<file path="config.mk">
export PLATFORM = sky130hd
export DESIGN_NAME = multicycle_sequencer
export DESIGN_NICKNAME = d
export VERILOG_FILES = /design/src/rtl/multicycle_sequencer.sv
export SDC_FILE = /design/constraint.sdc
export NUM_CORES = 1
export LEC_CHECK = 0
export BUFFER_PORTS_ARGS = -buffer_cell sky130_fd_sc_hd__buf_2
export CORE_MARGIN = 3
export CORE_UTILIZATION = 56
export CTS_CLUSTER_DIAMETER = 150
export DETAILED_ROUTE_END_ITERATION = 10
export GPL_TIMING_DRIVEN = 0
export PLACE_DENSITY = 0.9
export SETUP_SLACK_MARGIN = 0.02
export SLEW_MARGIN = 20
export SYNTH_ARGS = -nofsm -noshare
export SYNTH_HDL_FRONTEND = slang
export SYNTH_SLANG_ARGS = --single-unit
</file>
<file path="constraint.sdc">
create_clock -name clk -period 4.75 [get_ports clk]
set_input_delay 0.475 -clock clk [delete_from_list [all_inputs] [get_ports clk]]
set_output_delay 0.475 -clock clk [all_outputs]
set_load 0.02 [all_outputs]
</file>
<file path="src/rtl/multicycle_sequencer.sv">
// Opcode-driven control FSM for the multi-cycle RV32I core: owns the PC, the retired
// instruction counter and the memory wait timer, and traps on illegal opcodes or bus timeout.
module multicycle_sequencer #(
  parameter int unsigned XLEN         = 32,
  parameter logic [XLEN-1:0] RESET_VECTOR = '0,
  parameter int unsigned STALL_LIMIT  = 16,
  parameter int unsigned CNT_W        = 32
) (
  input  logic             clk,
  input  logic             reset,
  input  logic [6:0]       opcode,
  input  logic             take_branch,
  input  logic [XLEN-1:0]  target_addr,
  input  logic             mem_ready,
  output logic             mem_req,
  output logic             mem_we,
  output logic             mem_is_fetch,
  output logic             ir_load,
  output logic             ex_en,
  output logic             reg_we,
  output logic [XLEN-1:0]  pc,
  output logic [CNT_W-1:0] instret,
  output logic [2:0]       state,
  output logic             halted,
  output logic [1:0]       trap_cause
);

  localparam logic [2:0] S_FETCH     = 3'd0;
  localparam logic [2:0] S_DECODE    = 3'd1;
  localparam logic [2:0] S_EXECUTE   = 3'd2;
  localparam logic [2:0] S_MEMORY    = 3'd3;
  localparam logic [2:0] S_WRITEBACK = 3'd4;
  localparam logic [2:0] S_COMMIT    = 3'd5;
  localparam logic [2:0] S_TRAP      = 3'd7;

  localparam logic [6:0] OP_ALU    = 7'b0110011;
  localparam logic [6:0] OP_ALUI   = 7'b0010011;
  localparam logic [6:0] OP_LUI    = 7'b0110111;
  localparam logic [6:0] OP_AUIPC  = 7'b0010111;
  localparam logic [6:0] OP_JAL    = 7'b1101111;
  localparam logic [6:0] OP_JALR   = 7'b1100111;
  localparam logic [6:0] OP_LOAD   = 7'b0000011;
  localparam logic [6:0] OP_STORE  = 7'b0100011;
  localparam logic [6:0] OP_BRANCH = 7'b1100011;
  localparam logic [6:0] OP_FENCE  = 7'b0001111;

  localparam logic [1:0] CAUSE_ILLEGAL = 2'b01;
  localparam logic [1:0] CAUSE_TIMEOUT = 2'b10;

  localparam int unsigned WAIT_W = (STALL_LIMIT > 0) ? $clog2(STALL_LIMIT + 1) : 1;
  localparam logic [WAIT_W-1:0] LIMIT = WAIT_W'(STALL_LIMIT);
  localparam bit TIMEOUT_ON = (STALL_LIMIT > 0);

  logic [2:0]        next_state;
  logic [1:0]        next_cause;
  logic [WAIT_W-1:0] wait_cnt;
  logic              in_mem_state;
  logic              timeout;

  assign in_mem_state = (state == S_FETCH) || (state == S_MEMORY);
  // A ready on the limit cycle completes the transfer, so timeout requires !mem_ready.
  assign timeout = TIMEOUT_ON && in_mem_state && !mem_ready && (wait_cnt == LIMIT);

  always_comb begin
    next_state = state;
    next_cause = trap_cause;
    case (state)
      S_FETCH: begin
        if (mem_ready) next_state = S_DECODE;
        else if (timeout) begin
          next_state = S_TRAP;
          next_cause = CAUSE_TIMEOUT;
        end
      end
      S_DECODE: begin
        case (opcode)
          OP_ALU, OP_ALUI, OP_LUI, OP_AUIPC, OP_JAL, OP_JALR,
          OP_LOAD, OP_STORE, OP_BRANCH: next_state = S_EXECUTE;
          OP_FENCE:                     next_state = S_COMMIT;
          default: begin
            next_state = S_TRAP;
            next_cause = CAUSE_ILLEGAL;
          end
        endcase
      end
      S_EXECUTE: begin
        if (opcode == OP_LOAD || opcode == OP_STORE) next_state = S_MEMORY;
        else if (opcode == OP_BRANCH)                next_state = S_COMMIT;
        else                                         next_state = S_WRITEBACK;
      end
      S_MEMORY: begin
        if (mem_ready) next_state = (opcode == OP_LOAD) ? S_WRITEBACK : S_COMMIT;
        else if (timeout) begin
          next_state = S_TRAP;
          next_cause = CAUSE_TIMEOUT;
        end
      end
      S_WRITEBACK: next_state = S_COMMIT;
      S_COMMIT:    next_state = S_FETCH;
      default:     next_state = S_TRAP;
    endcase
  end

  always_ff @(posedge clk) begin
    if (reset) begin
      state      <= S_FETCH;
      pc         <= RESET_VECTOR;
      instret    <= '0;
      trap_cause <= 2'b00;
      wait_cnt   <= '0;
    end else begin
      state      <= next_state;
      trap_cause <= next_cause;
      // Counter runs only while parked in the same memory state; any exit or ready clears it.
      if (in_mem_state && !mem_ready && next_state == state) wait_cnt <= wait_cnt + 1'b1;
      else                                                   wait_cnt <= '0;
      if (state == S_COMMIT) begin
        pc      <= take_branch ? target_addr : pc + XLEN'(4);
        instret <= instret + CNT_W'(1);
      end
    end
  end

  always_comb begin
    mem_req      = 1'b0;
    mem_we       = 1'b0;
    mem_is_fetch = 1'b0;
    ir_load      = 1'b0;
    ex_en        = 1'b0;
    reg_we       = 1'b0;
    if (!reset) begin
      case (state)
        S_FETCH: begin
          mem_req      = 1'b1;
          mem_is_fetch = 1'b1;
          ir_load      = mem_ready;
        end
        S_EXECUTE:   ex_en = 1'b1;
        S_MEMORY: begin
          mem_req = 1'b1;
          mem_we  = (opcode == OP_STORE);
        end
        S_WRITEBACK: reg_we = 1'b1;
        default: ;
      endcase
    end
  end

  assign halted = (state == S_TRAP);

endmodule

</file>
==> results.cfg <==
[outcome]
status = complete, no violations

[grt]
grt_max_degree = 15
grt_usage_pct = 29.3
grt-ovfl-total = 0
grt_pass1_vias = 4258
grt_antenna_before_repair = 0
grt_pass1_wl_um = 20200

[sta]
fin_tns_setup_ns = 0
max_freq_ghz = 0.421
skew_ns = 0.0120
maxSlewViolCount = 0
setup_viol = 0
min_period_ns = 2.38
rsz0062_at_grt = no
worstMarginPinSlew_ns = 0.641
hold_viol = 0
slew_headroom_pct = 57.3
finalCritPeriodShare_pct = 50.0

[synth]
async_flop_share_pct = 0
synthCells = 511
synth_warnings = 0
syn_area_um2 = 4120
synth_seq_cells = 74
synthAdderAreaFrac_pct = 1.21
synthFlopType = dfxtp_1
syn_area_per_cell_um2 = 8.06
synth_top_family_by_area = simple AND/OR/NAND/NOR gates
ys_seq_area_share_pct = 36.0
synth.largest_area_cell = dfxtp_1
syn_nets = 558
ys_top_cells_by_area = dfxtp_1 (36%), xor2_1 (6.0%), nor2_1 (5.8%)
synthMuxAreaShare_pct = 1.21
synth_cell_types = 64
yosys.area_share.simple_pct = 31.5
synthXorXnorAreaFrac_pct = 7.01
synth_edf_count = 0
yosysTopAreaCellShare_pct = 36.0
synth_compound_area_share_pct = 18.5

[setup_path]
r2r-start = pc[2]
startpoint = reset
rr_endpoint = pc[20]
cp.required_ns = 4.28
critical_path_class = in -> out
worst-r2r-setup-slack_ns = 2.56
critPathSlowestCell = clkbuf_1
cp.depth = 5
critical_path.endpoint = mem_req
crit_chain = buf_2, clkbuf_1, clkbuf_1, nor3_1, buf_2
end_kind = output port
critPathBufInv = 4
worstPathArrival_ns = 1.90
cpPeakStageDelay_ns = 0.52
path_delay_family = buffers and inverters
critPathMaxFanout = 10
r2r.worst_path.cells = 6
cp-start-kind = input port

[clock_tree]
htree_num_levels = 3
root_buffer = clkbuf_8
hold_buffers = 0
clk_latency_ns = 0.36
clkSlewWorstSetupHoldPaths_ns = 0.08
cts_resized = 0
cts.path.max_buffers = 2
cts_buffers = 9
cts_tree = yes
postCtsSetupRepairBufs = 0
cts.sinks = 74

[route]
via_per_inst = 6.13
drt_first_pass_iters = 5
first_iter_violations = 354
drtAntennaViolNets = 0
route.vias.total = 4544
drcViolationCount = 0
wl_um = 12700
wl_per_cell_um = 17.1

[floorplanning]
die_width_um = 91.8
die_h_um = 91.8
start_util_pct = 59.3
fp.coreArea_um2 = 6940
core.rowCount = 30
io_pins = 119
die-area_um2 = 8420

[place]
dpl.hpwl_um = 9050
gp_congestion = 0.962
port_buffers = 118

[layout]
final_common_cell = buf_2
multi_input_area_um2 = 2450
seqCellArea_um2 = 1480
antennaDiodeCount = 0
drive_gt1_share_pct = 24.7
fillerInstances = 543
final_cell_mix = buf_2 (123), dfxtp_1 (74), nor2_1 (64)
fin_nets = 687
area_growth_pct = 22.7

[worst_hold_path]
hold_path.startpoint = target_addr[0]
holdCritPathClass = in -> reg

[pwr]
ir_drop_v = 0.000261
p_leak_nw = 2.15
power_mw = 1.76
powerDensity_nw_per_um2 = 348

[flow_run]
maxCapViolCount = 0
-- cell type report --
class,instances,area share [%]
Tap cell,96,2.38
Multi-Input combinational cell,393,48.5
Buffer,32,2.82
Sequential cell,74,29.3
Timing Repair Buffer,118,11.7
Clock buffer,9,2.45
Clock inverter,7,1.96
Inverter,12,0.891
-- sequential cells by signal, indices dropped and copies added, names as in the netlist --
register / cells
instret: 32
pc: 32
state: 3
trap_cause: 2
wait_cnt: 5
-- Yosys cell counts (all sizes together), types with 5 or more instances --
cell	count
nor3	13
nand2	55
nand4	17
nor4	16
xnor2	5
o22ai	6
a211oi	8
nand3	22
and4	10
and3	13
a311oi	8
dfxtp	74
mux2i	5
xor2	28
o31ai	5
buf	12
clkbuf	20
a31oi	7
a21oi	29
and2	6
nor2	64
inv	11
o21ai	31
-- metal layers --
layer	GRT usage (%)	share of wire, %
met1	37.6	41
met2	47.9	47
met3	6.73	9.9
met4	11.0	2.5
met5	0	0
-- tightest hold or removal path: cells and delay by family --
kind | cells | cell delay (ns)
buffers and inverters | 1 | 0.09
AOI/OAI and AO/OA | 1 | 0.05
and+or+nand+nor | 1 | 0.04
-- through the flow --
stage          cells  hold slack [ns]  setup WS, ns  util, %  area [um^2]
2_1_floorplan    511            0.430          2.52        -         4120
3_3_place_gp     725            0.439          2.34     69.6         4830
3_5_place_dp     725            0.443          2.37     69.6         4830
4_1_cts          741            0.351          2.36     72.8         5050
5_1_grt          741            0.355          2.28     72.8         5050
6_report         741            0.352          2.37     72.8         5050
-- worst min path at each step --
stage                  end  cells after the start  slack (ns)
2_1_floorplan  wait_cnt[0]                      1        0.43
3_3_place_gp         pc[0]                      2        0.44
3_5_place_dp         pc[0]                      2        0.44
4_1_cts              pc[0]                      3        0.35
5_1_grt              pc[1]                      3        0.36
6_report             pc[0]                      3        0.35
-- where the power goes --
| part | switching, mW | leakage [nW] | total (mW) | internal, mW |
|---|---|---|---|---|
| sequential | 0.0610 | 0.598 | 0.725 | 0.664 |
| combinational | 0.313 | 1.45 | 0.478 | 0.164 |
| clock | 0.258 | 0.111 | 0.559 | 0.301 |
| total | 0.633 | 2.15 | 1.76 | 1.13 |
-- logic make-up after synthesis --
logic type	Yosys count
multiplexers	5
AO/OA/AOI/OAI	117
adder cells (fa/ha/maj)	4
AND/OR/NAND/NOR	234
buffers and inverters	44
XOR/XNOR	33
flip-flops	74
Power figures use the tool's default switching activity.
